**config.mk**
```make
export PLATFORM = sky130hd
export DESIGN_NAME = gpu_raster_ctrl_m
export DESIGN_NICKNAME = d
export VERILOG_FILES = /design/src/rtl/gpu_pkg.sv /design/src/rtl/gpu_timing_gen_m.sv /design/src/rtl/gpu_raster_ctrl_m.sv
export SDC_FILE = /design/constraint.sdc
export NUM_CORES = 1
export LEC_CHECK = 0
export BUFFER_PORTS_ARGS = -buffer_cell sky130_fd_sc_hd__buf_2
export CAP_MARGIN = 10
export CORE_MARGIN = 1.5
export CORE_UTILIZATION = 54
export DETAILED_ROUTE_END_ITERATION = 7
export PLACE_DENSITY_LB_ADDON = 0.2
export SYNTH_ARGS = -nofsm -noshare
export SYNTH_HDL_FRONTEND = slang
export SYNTH_SLANG_ARGS = --single-unit
export TNS_END_PERCENT = 1
```
**constraint.sdc**
```tcl
create_clock -name clk_12_5875 -period 2.7 [get_ports clk_12_5875]
set_input_delay 0.135 -clock clk_12_5875 [delete_from_list [all_inputs] [get_ports clk_12_5875]]
set_output_delay 0.135 -clock clk_12_5875 [all_outputs]
set_load 0.05 [all_outputs]
```
**src/rtl/gpu_pkg.sv**
```systemverilog
// Shared constants for the raster/compositor/IRQ front-end: counter widths,
// register addresses, IRQ bit positions and default video timing.
package gpu_pkg;

  // Counter and coordinate widths
  localparam int CNT_W   = 10;
  localparam int COORD_W = 9;

  // CPU register window
  typedef enum logic [1:0] {
    REG_STATUS   = 2'd0,
    REG_ENABLE   = 2'd1,
    REG_LINE_CMP = 2'd2,
    REG_FRAME    = 2'd3
  } reg_addr_e;

  // IRQ source bit positions inside STATUS / ENABLE
  localparam int IRQ_VBS  = 0;
  localparam int IRQ_VBE  = 1;
  localparam int IRQ_LINE = 2;
  localparam int IRQ_N    = 3;

  // Default video timing (320x480 visible in a 400x525 raster)
  localparam int DEF_COLOR_BITS = 2;
  localparam int DEF_H_VISIBLE  = 320;
  localparam int DEF_H_FRONT    = 8;
  localparam int DEF_H_SYNC     = 48;
  localparam int DEF_H_BACK     = 24;
  localparam int DEF_V_VISIBLE  = 480;
  localparam int DEF_V_FRONT    = 10;
  localparam int DEF_V_SYNC     = 2;
  localparam int DEF_V_BACK     = 33;

  // Map an active-high sync flag onto the pin level for a given polarity
  function automatic logic sync_level(input logic active, input logic pol);
    return active ? pol : ~pol;
  endfunction

endpackage

```
**src/rtl/gpu_timing_gen_m.sv**
```systemverilog
// Raster timing generator: horizontal/vertical counters plus the raw
// (active-high) sync flags, visible area, VRAM write window and fetch strobe.
module gpu_timing_gen_m
  import gpu_pkg::*;
#(
  parameter int H_VISIBLE = DEF_H_VISIBLE,
  parameter int H_FRONT   = DEF_H_FRONT,
  parameter int H_SYNC    = DEF_H_SYNC,
  parameter int H_BACK    = DEF_H_BACK,
  parameter int V_VISIBLE = DEF_V_VISIBLE,
  parameter int V_FRONT   = DEF_V_FRONT,
  parameter int V_SYNC    = DEF_V_SYNC,
  parameter int V_BACK    = DEF_V_BACK,
  parameter int FETCH_LEN = 10
) (
  input  logic             clk_12_5875,
  input  logic             rst,
  output logic [CNT_W-1:0] o_hcounter,
  output logic [CNT_W-1:0] o_vcounter,
  output logic             o_hsync_act,
  output logic             o_vsync_act,
  output logic             o_visible,
  output logic             o_writable,
  output logic             o_fetch
);

  localparam logic [CNT_W-1:0] H_LAST     = CNT_W'(H_VISIBLE + H_FRONT + H_SYNC + H_BACK - 1);
  localparam logic [CNT_W-1:0] V_LAST     = CNT_W'(V_VISIBLE + V_FRONT + V_SYNC + V_BACK - 1);
  localparam logic [CNT_W-1:0] H_VIS_C    = CNT_W'(H_VISIBLE);
  localparam logic [CNT_W-1:0] V_VIS_C    = CNT_W'(V_VISIBLE);
  localparam logic [CNT_W-1:0] H_SYNC_BEG = CNT_W'(H_VISIBLE + H_FRONT);
  localparam logic [CNT_W-1:0] H_SYNC_END = CNT_W'(H_VISIBLE + H_FRONT + H_SYNC);
  localparam logic [CNT_W-1:0] V_SYNC_BEG = CNT_W'(V_VISIBLE + V_FRONT);
  localparam logic [CNT_W-1:0] V_SYNC_END = CNT_W'(V_VISIBLE + V_FRONT + V_SYNC);
  localparam logic [CNT_W-1:0] FETCH_C    = CNT_W'(FETCH_LEN);

  logic [CNT_W-1:0] r_hcounter;
  logic [CNT_W-1:0] r_vcounter;

  // Pixel counter wraps each line; line counter steps on the pixel wrap
  always_ff @(posedge clk_12_5875) begin
    if (rst) begin
      r_hcounter <= '0;
      r_vcounter <= '0;
    end else if (r_hcounter == H_LAST) begin
      r_hcounter <= '0;
      r_vcounter <= (r_vcounter == V_LAST) ? '0 : r_vcounter + 1'b1;
    end else begin
      r_hcounter <= r_hcounter + 1'b1;
    end
  end

  assign o_hcounter  = r_hcounter;
  assign o_vcounter  = r_vcounter;
  assign o_hsync_act = (r_hcounter >= H_SYNC_BEG) && (r_hcounter < H_SYNC_END);
  assign o_vsync_act = (r_vcounter >= V_SYNC_BEG) && (r_vcounter < V_SYNC_END);
  assign o_visible   = (r_hcounter < H_VIS_C) && (r_vcounter < V_VIS_C);
  assign o_writable  = (r_vcounter >= V_VIS_C);
  assign o_fetch     = (r_vcounter == '0) && (r_hcounter < FETCH_C);

endmodule

```
**src/rtl/gpu_raster_ctrl_m.sv**
```systemverilog
// Raster front-end top: pixel coordinates, fg-over-bg compositing with a
// sync-matched delay pipe, and the CPU-visible IRQ/register window.
module gpu_raster_ctrl_m
  import gpu_pkg::*;
#(
  parameter int COLOR_BITS = DEF_COLOR_BITS,
  parameter int H_VISIBLE  = DEF_H_VISIBLE,
  parameter int H_FRONT    = DEF_H_FRONT,
  parameter int H_SYNC     = DEF_H_SYNC,
  parameter int H_BACK     = DEF_H_BACK,
  parameter int V_VISIBLE  = DEF_V_VISIBLE,
  parameter int V_FRONT    = DEF_V_FRONT,
  parameter int V_SYNC     = DEF_V_SYNC,
  parameter int V_BACK     = DEF_V_BACK,
  parameter int SYNC_POL   = 0,
  parameter int ACTIVE_W   = 256,
  parameter int ACTIVE_H   = 240,
  parameter int X_OFFSET   = 32,
  parameter int Y_SHIFT    = 1,
  parameter int PIPE_DELAY = 1,
  parameter int FETCH_LEN  = 10
) (
  input  logic                  clk_12_5875,
  input  logic                  rst,
  input  logic                  cpu_clk_enable,
  input  logic                  reg_select,
  input  logic [1:0]            reg_addr,
  input  logic                  write_enable,
  input  logic [7:0]            data_in,
  output logic [7:0]            data_out,
  input  logic [COLOR_BITS-1:0] fg_r,
  input  logic [COLOR_BITS-1:0] fg_g,
  input  logic [COLOR_BITS-1:0] fg_b,
  input  logic                  fg_valid,
  input  logic [COLOR_BITS-1:0] bg_r,
  input  logic [COLOR_BITS-1:0] bg_g,
  input  logic [COLOR_BITS-1:0] bg_b,
  output logic [8:0]            current_x,
  output logic [8:0]            current_y,
  output logic                  writable,
  output logic [COLOR_BITS-1:0] r,
  output logic [COLOR_BITS-1:0] g,
  output logic [COLOR_BITS-1:0] b,
  output logic                  hsync,
  output logic                  vsync,
  output logic                  controller_start_fetch,
  output logic                  irq
);

  localparam logic                  POL       = 1'(SYNC_POL);
  localparam int                    PIPE_W    = 3 * COLOR_BITS + 2;
  localparam logic [PIPE_W-1:0]     PIPE_RST  = {~POL, ~POL, {(3 * COLOR_BITS){1'b0}}};
  localparam logic [CNT_W-1:0]      X_BEG     = CNT_W'(X_OFFSET);
  localparam logic [CNT_W-1:0]      X_END     = CNT_W'(X_OFFSET + ACTIVE_W);
  localparam logic [CNT_W-1:0]      V_VIS_C   = CNT_W'(V_VISIBLE);
  localparam logic [COORD_W-1:0]    X_OFF_C   = COORD_W'(X_OFFSET);
  localparam logic [COORD_W-1:0]    ACT_H_C   = COORD_W'(ACTIVE_H);
  // Low vcounter bits that must be zero for a line-match (none when Y_SHIFT is 0)
  localparam logic [CNT_W-1:0]      Y_MASK    = CNT_W'((1 << Y_SHIFT) - 1);

  logic [CNT_W-1:0]      w_hcounter;
  logic [CNT_W-1:0]      w_vcounter;
  logic                  w_hs_act;
  logic                  w_vs_act;
  logic                  w_visible;
  logic                  w_writable;
  logic                  w_fetch;
  logic [COORD_W-1:0]    w_cur_x;
  logic [COORD_W-1:0]    w_cur_y;
  logic                  w_drawing;
  logic [COLOR_BITS-1:0] w_pix_r;
  logic [COLOR_BITS-1:0] w_pix_g;
  logic [COLOR_BITS-1:0] w_pix_b;
  logic [PIPE_W-1:0]     w_chain [PIPE_DELAY+1];
  logic                  w_line_start;
  logic [IRQ_N-1:0]      w_event;
  logic                  w_cpu_wr;
  logic [IRQ_N-1:0]      w_status_clr;

  logic                  r_after_rst;
  logic [IRQ_N-1:0]      r_status;
  logic [IRQ_N-1:0]      r_enable;
  logic [7:0]            r_line_cmp;
  logic [7:0]            r_frame;
  logic                  r_irq;

  gpu_timing_gen_m #(
    .H_VISIBLE (H_VISIBLE),
    .H_FRONT   (H_FRONT),
    .H_SYNC    (H_SYNC),
    .H_BACK    (H_BACK),
    .V_VISIBLE (V_VISIBLE),
    .V_FRONT   (V_FRONT),
    .V_SYNC    (V_SYNC),
    .V_BACK    (V_BACK),
    .FETCH_LEN (FETCH_LEN)
  ) u_timing (
    .clk_12_5875 (clk_12_5875),
    .rst         (rst),
    .o_hcounter  (w_hcounter),
    .o_vcounter  (w_vcounter),
    .o_hsync_act (w_hs_act),
    .o_vsync_act (w_vs_act),
    .o_visible   (w_visible),
    .o_writable  (w_writable),
    .o_fetch     (w_fetch)
  );

  assign w_cur_x                = w_hcounter[COORD_W-1:0] - X_OFF_C;
  assign w_cur_y                = COORD_W'(w_vcounter >> Y_SHIFT);
  assign current_x              = w_cur_x;
  assign current_y              = w_cur_y;
  assign writable               = w_writable;
  assign controller_start_fetch = w_fetch;

  assign w_drawing = w_visible && (w_hcounter >= X_BEG) && (w_hcounter < X_END)
                     && (w_cur_y < ACT_H_C);

  // Compositor: opaque foreground wins over background; black outside the drawn area
  always_comb begin
    w_pix_r = '0;
    w_pix_g = '0;
    w_pix_b = '0;
    if (w_drawing) begin
      if (fg_valid) begin
        w_pix_r = fg_r;
        w_pix_g = fg_g;
        w_pix_b = fg_b;
      end else begin
        w_pix_r = bg_r;
        w_pix_g = bg_g;
        w_pix_b = bg_b;
      end
    end
  end

  // Colour and syncs travel together so they stay aligned at the DAC
  assign w_chain[0] = {sync_level(w_hs_act, POL), sync_level(w_vs_act, POL),
                       w_pix_r, w_pix_g, w_pix_b};

  genvar gi;
  generate
    for (gi = 0; gi < PIPE_DELAY; gi++) begin : g_pipe
      logic [PIPE_W-1:0] r_stage;
      // One delay stage; resets to black with both syncs inactive
      always_ff @(posedge clk_12_5875) begin
        if (rst) r_stage <= PIPE_RST;
        else     r_stage <= w_chain[gi];
      end
      assign w_chain[gi+1] = r_stage;
    end
  endgenerate

  assign {hsync, vsync, r, g, b} = w_chain[PIPE_DELAY];

  // Flags the first cycle out of reset so the (0,0) position does not fire events
  always_ff @(posedge clk_12_5875) begin
    if (rst) r_after_rst <= 1'b1;
    else     r_after_rst <= 1'b0;
  end

  assign w_line_start = (w_hcounter == '0) && !r_after_rst;

  // Single-cycle IRQ events, all sampled at the start of a line
  always_comb begin
    w_event = '0;
    if (w_line_start) begin
      w_event[IRQ_VBS]  = (w_vcounter == V_VIS_C);
      w_event[IRQ_VBE]  = (w_vcounter == '0);
      w_event[IRQ_LINE] = (w_cur_y == {1'b0, r_line_cmp})
                          && ((w_vcounter & Y_MASK) == '0)
                          && (w_vcounter < V_VIS_C);
    end
  end

  assign w_cpu_wr     = reg_select && write_enable && cpu_clk_enable;
  assign w_status_clr = (w_cpu_wr && (reg_addr == REG_STATUS)) ? data_in[IRQ_N-1:0] : '0;

  // Register file: sticky W1C status (set beats clear), enable, compare line, frame count, irq
  always_ff @(posedge clk_12_5875) begin
    if (rst) begin
      r_status   <= '0;
      r_enable   <= '0;
      r_line_cmp <= '0;
      r_frame    <= '0;
      r_irq      <= 1'b0;
    end else begin
      r_status <= (r_status & ~w_status_clr) | w_event;
      r_irq    <= |(r_status & r_enable);
      if (w_event[IRQ_VBS]) r_frame <= r_frame + 8'd1;
      if (w_cpu_wr && (reg_addr == REG_ENABLE))   r_enable   <= data_in[IRQ_N-1:0];
      if (w_cpu_wr && (reg_addr == REG_LINE_CMP)) r_line_cmp <= data_in;
    end
  end

  assign irq = r_irq;

  // Read mux; the bus reads zero when the window is not selected
  always_comb begin
    data_out = 8'h00;
    if (reg_select) begin
      case (reg_addr_e'(reg_addr))
        REG_STATUS:   data_out = {4'b0000, w_writable, r_status};
        REG_ENABLE:   data_out = {5'b00000, r_enable};
        REG_LINE_CMP: data_out = r_line_cmp;
        REG_FRAME:    data_out = r_frame;
        default:      data_out = 8'h00;
      endcase
    end
  end

endmodule

```
==> summary.txt <==
Clocking
  – Setup Buffers After CTS: 0
  – PostCTS Resize Cnt: 0
  – H-tree levels: 2
  – Total CTS buffers: 5
  – Sink Count: 52
  – CTS tree: yes
  – Clk buf depth: 2
  – Root Buffer: clkbuf_8
  – Clk_lat worst skew: 0.31 ns
  – Clk slew on worst S/H paths: 0.10 ns
  – Hold buffer count at cts: 0

Worst setup path
  – Worst Setup Start Kind: flop
  – CP Class: flop to output pin
  – Max FO, Critical Path: 10
  – CP Data Arrival Time: 2.38 ns
  – CP Data Required Time: 2.57 ns
  – Critical Path Sink Type: output pin

Die
  – DIE WIDTH: about 76 um
  – Die area: 5701 um2
  – Starting Density: 0.5594
  – Die Height: between 70 and 80 um
  – Cell Rows: 26
  – CORE AREA: 5075 um2
  – IO Pins: 65

Drt
  – Metal2 WL: between 2 and 3 mm
  – Initial DRC Count: 129
  – Drt wl/cell: 13.75 um
  – DRC violations left: 0
  – Met1 wire length: 2.855 mm
  – DR vias/cell: ~5.5
  – Routed wire length: between 5 and 6 mm
  – Post-route ant nets: 0
  – DR top layer: met4
  – Met3 wire len: about 260 um
  – First-pass iteration count of the detailed router: 4
  – Via count: approximately 2400

STA
  – Fin Clk Skew: approximately 0.013 ns
  – FMAX: 398.3 MHz
  – Fin crit share: 0.9298
  – Final Hold Fails: 0
  – Max-slew violations: 0
  – Setup TNS: 0 ns
  – Worst slew pin tran: around 0.63 ns
  – Worst slew margin: 0.5764
  – Period minus WS final: 2.511 ns
  – RSZ-0062 raised after global routing: false
  – Final setup fails: 0

Synth
  – Post-synth EDFFs: 0
  – Top_reg_cell synth: dfxtp_1
  – Synth Warn #: 0
  – Sequential area share after synthesis: 0.3667
  – Fraction of registers with async set/reset: 0
  – Synth cell types: 42
  – Yosys reg bits: between 50 and 60
  – Post-Synthesis Cells: 329
  – Synthesized area: 2839 um2
  – Synthesized Nets: roughly 370
  – Mapped Avg Cell Area: 8.629 um2

Pwr
  – Peak VDD IR: between 0.2 and 0.25 mV
  – Total Power: 1.352 mW
  – Leakage: approximately 1.3 nW
  – Pwr Density: 431.1 nW/um2

Place
  – RePlAce Congestion: 0.8082
  – # port buffers: 64
  – DP HPWL: 4.367 mm

Cells and area
  – Area Growth Syn to Fin: 10.45%
  – Commonest non-fill, non-tap cells in the layout: buf_2 (64), dfxtp_1 (52), nor2_1 (38)
  – Share of cells above drive strength 1: 0.2473
  – # diodes: 0
  – Most common cell after layout, fill and taps aside: buf_2
  – Final net count: 399

GRT
  – First-pass GRT wire length: 9.397 mm
  – Total track usage: 0.2146
  – Largest net degree at the start of global routing: 32
  – GRT overflow: 0
  – Initial antenna violation count: 0
  – Vias in the first global route: 2028

Hold path
  – Hold WC Path Type: primary input to flop

Flow run
  – Max Cap Violations: 0

Run status
  – Status: complete, no violations
## cells by family after synthesis
group,share of synthesized area
adders and majority gates,0.03526
AOI/OAI and AO/OA,0.08991
DFF,0.3667
buffers and inverters,0.1040
and+or+nand+nor,0.2406
muxes,0.1018
xor gates and xnor gates,0.06170
## power by group
| part | switching [mW] | leakage [nW] | internal [mW] | total (mW) |
|---|---|---|---|---|
| Sequential | 0.00964 | 0.420 | 0.776 | 0.786 |
| Clock | 0.266 | 0.0479 | 0.181 | 0.447 |
| Combinational | 0.0701 | 0.864 | 0.0484 | 0.118 |
| Total | 0.346 | 1.33 | 1.01 | 1.35 |
## Yosys cell counts, types with 10 or more instances
cell type,n,area [um2]
a21oi_1,19,95.09
buf_4,20,150.1
clkbuf_1,15,56.30
dfxtp_1,52,1041
inv_1,14,52.55
mux2i_1,21,210.2
nand2_1,13,48.80
nand3_1,15,75.07
nor2_1,38,142.6
or4_1,10,75.07
xor2_1,14,122.6
## layer usage
metal	track usage	vias up
met5	0	-
li1	-	1203
met1	0.2917	1091
met3	0.05291	7
met4	0.06349	0
met2	0.3392	66
## worst max-delay path, cell delays in order (launching register included)
cell     delay [ns]
dfxtp_1        0.40
or4_1          0.59
nor4b_1        0.43
nand2_1        0.11
nor4_2         0.22
buf_2          0.32
## layout make-up
type,instances,area (um2)
Sequential cell,52,1041
Tap cell,70,87.58
Inverter,14,52.55
Timing Repair Buffer,69,357.8
Fill cell,483,1939
Multi-Input combinational cell,221,1509
Clock buffer,5,68.82
Clock inverter,3,18.77
## through the flow
stage / hold WS, ns / area [um2] / instances / utilization / worst slack (ns)
2_1_floorplan: 0.1627 / 2845 / 329 / - / 0.3056
3_3_place_gp: 0.3667 / 3048 / 426 / 0.6006 / 0.2992
3_5_place_dp: 0.3760 / 3048 / 426 / 0.6006 / 0.2406
4_1_cts: 0.04950 / 3136 / 434 / 0.6179 / 0.1962
5_1_grt: 0.05380 / 3136 / 434 / 0.6179 / 0.005644
6_report: 0.05356 / 3136 / 434 / 0.6179 / 0.1895
## final timing paths
check / slack [ns] / depth (start not counted) / start / to
setup / recovery: 0.19 / 5 / u_timing.o_vcounter[5]$_SDFFE_PP0P_ / controller_start_fetch
hold / removal: 0.05 / 3 / bg_b[0] / g_pipe[0].r_stage[0]$_SDFF_PP0_
setup reg to reg: 0.20 / 4 / u_timing.o_hcounter[5]$_SDFF_PP0_ / r_frame[3]$_SDFFE_PP0P_
hold reg to reg: 0.49 / 2 / r_frame[7]$_SDFFE_PP0P_ / r_frame[7]$_SDFFE_PP0P_
## flip-flops by register name, summed over array words and instances, names as in the netlist, 3 cells and up
signal / flops
g_pipe.r_stage: 8
r_enable: 3
r_frame: 8
r_line_cmp: 8
r_status: 3
u_timing.o_hcounter: 10
u_timing.o_vcounter: 10
No activity file was read; power rests on OpenSTA's default activity.
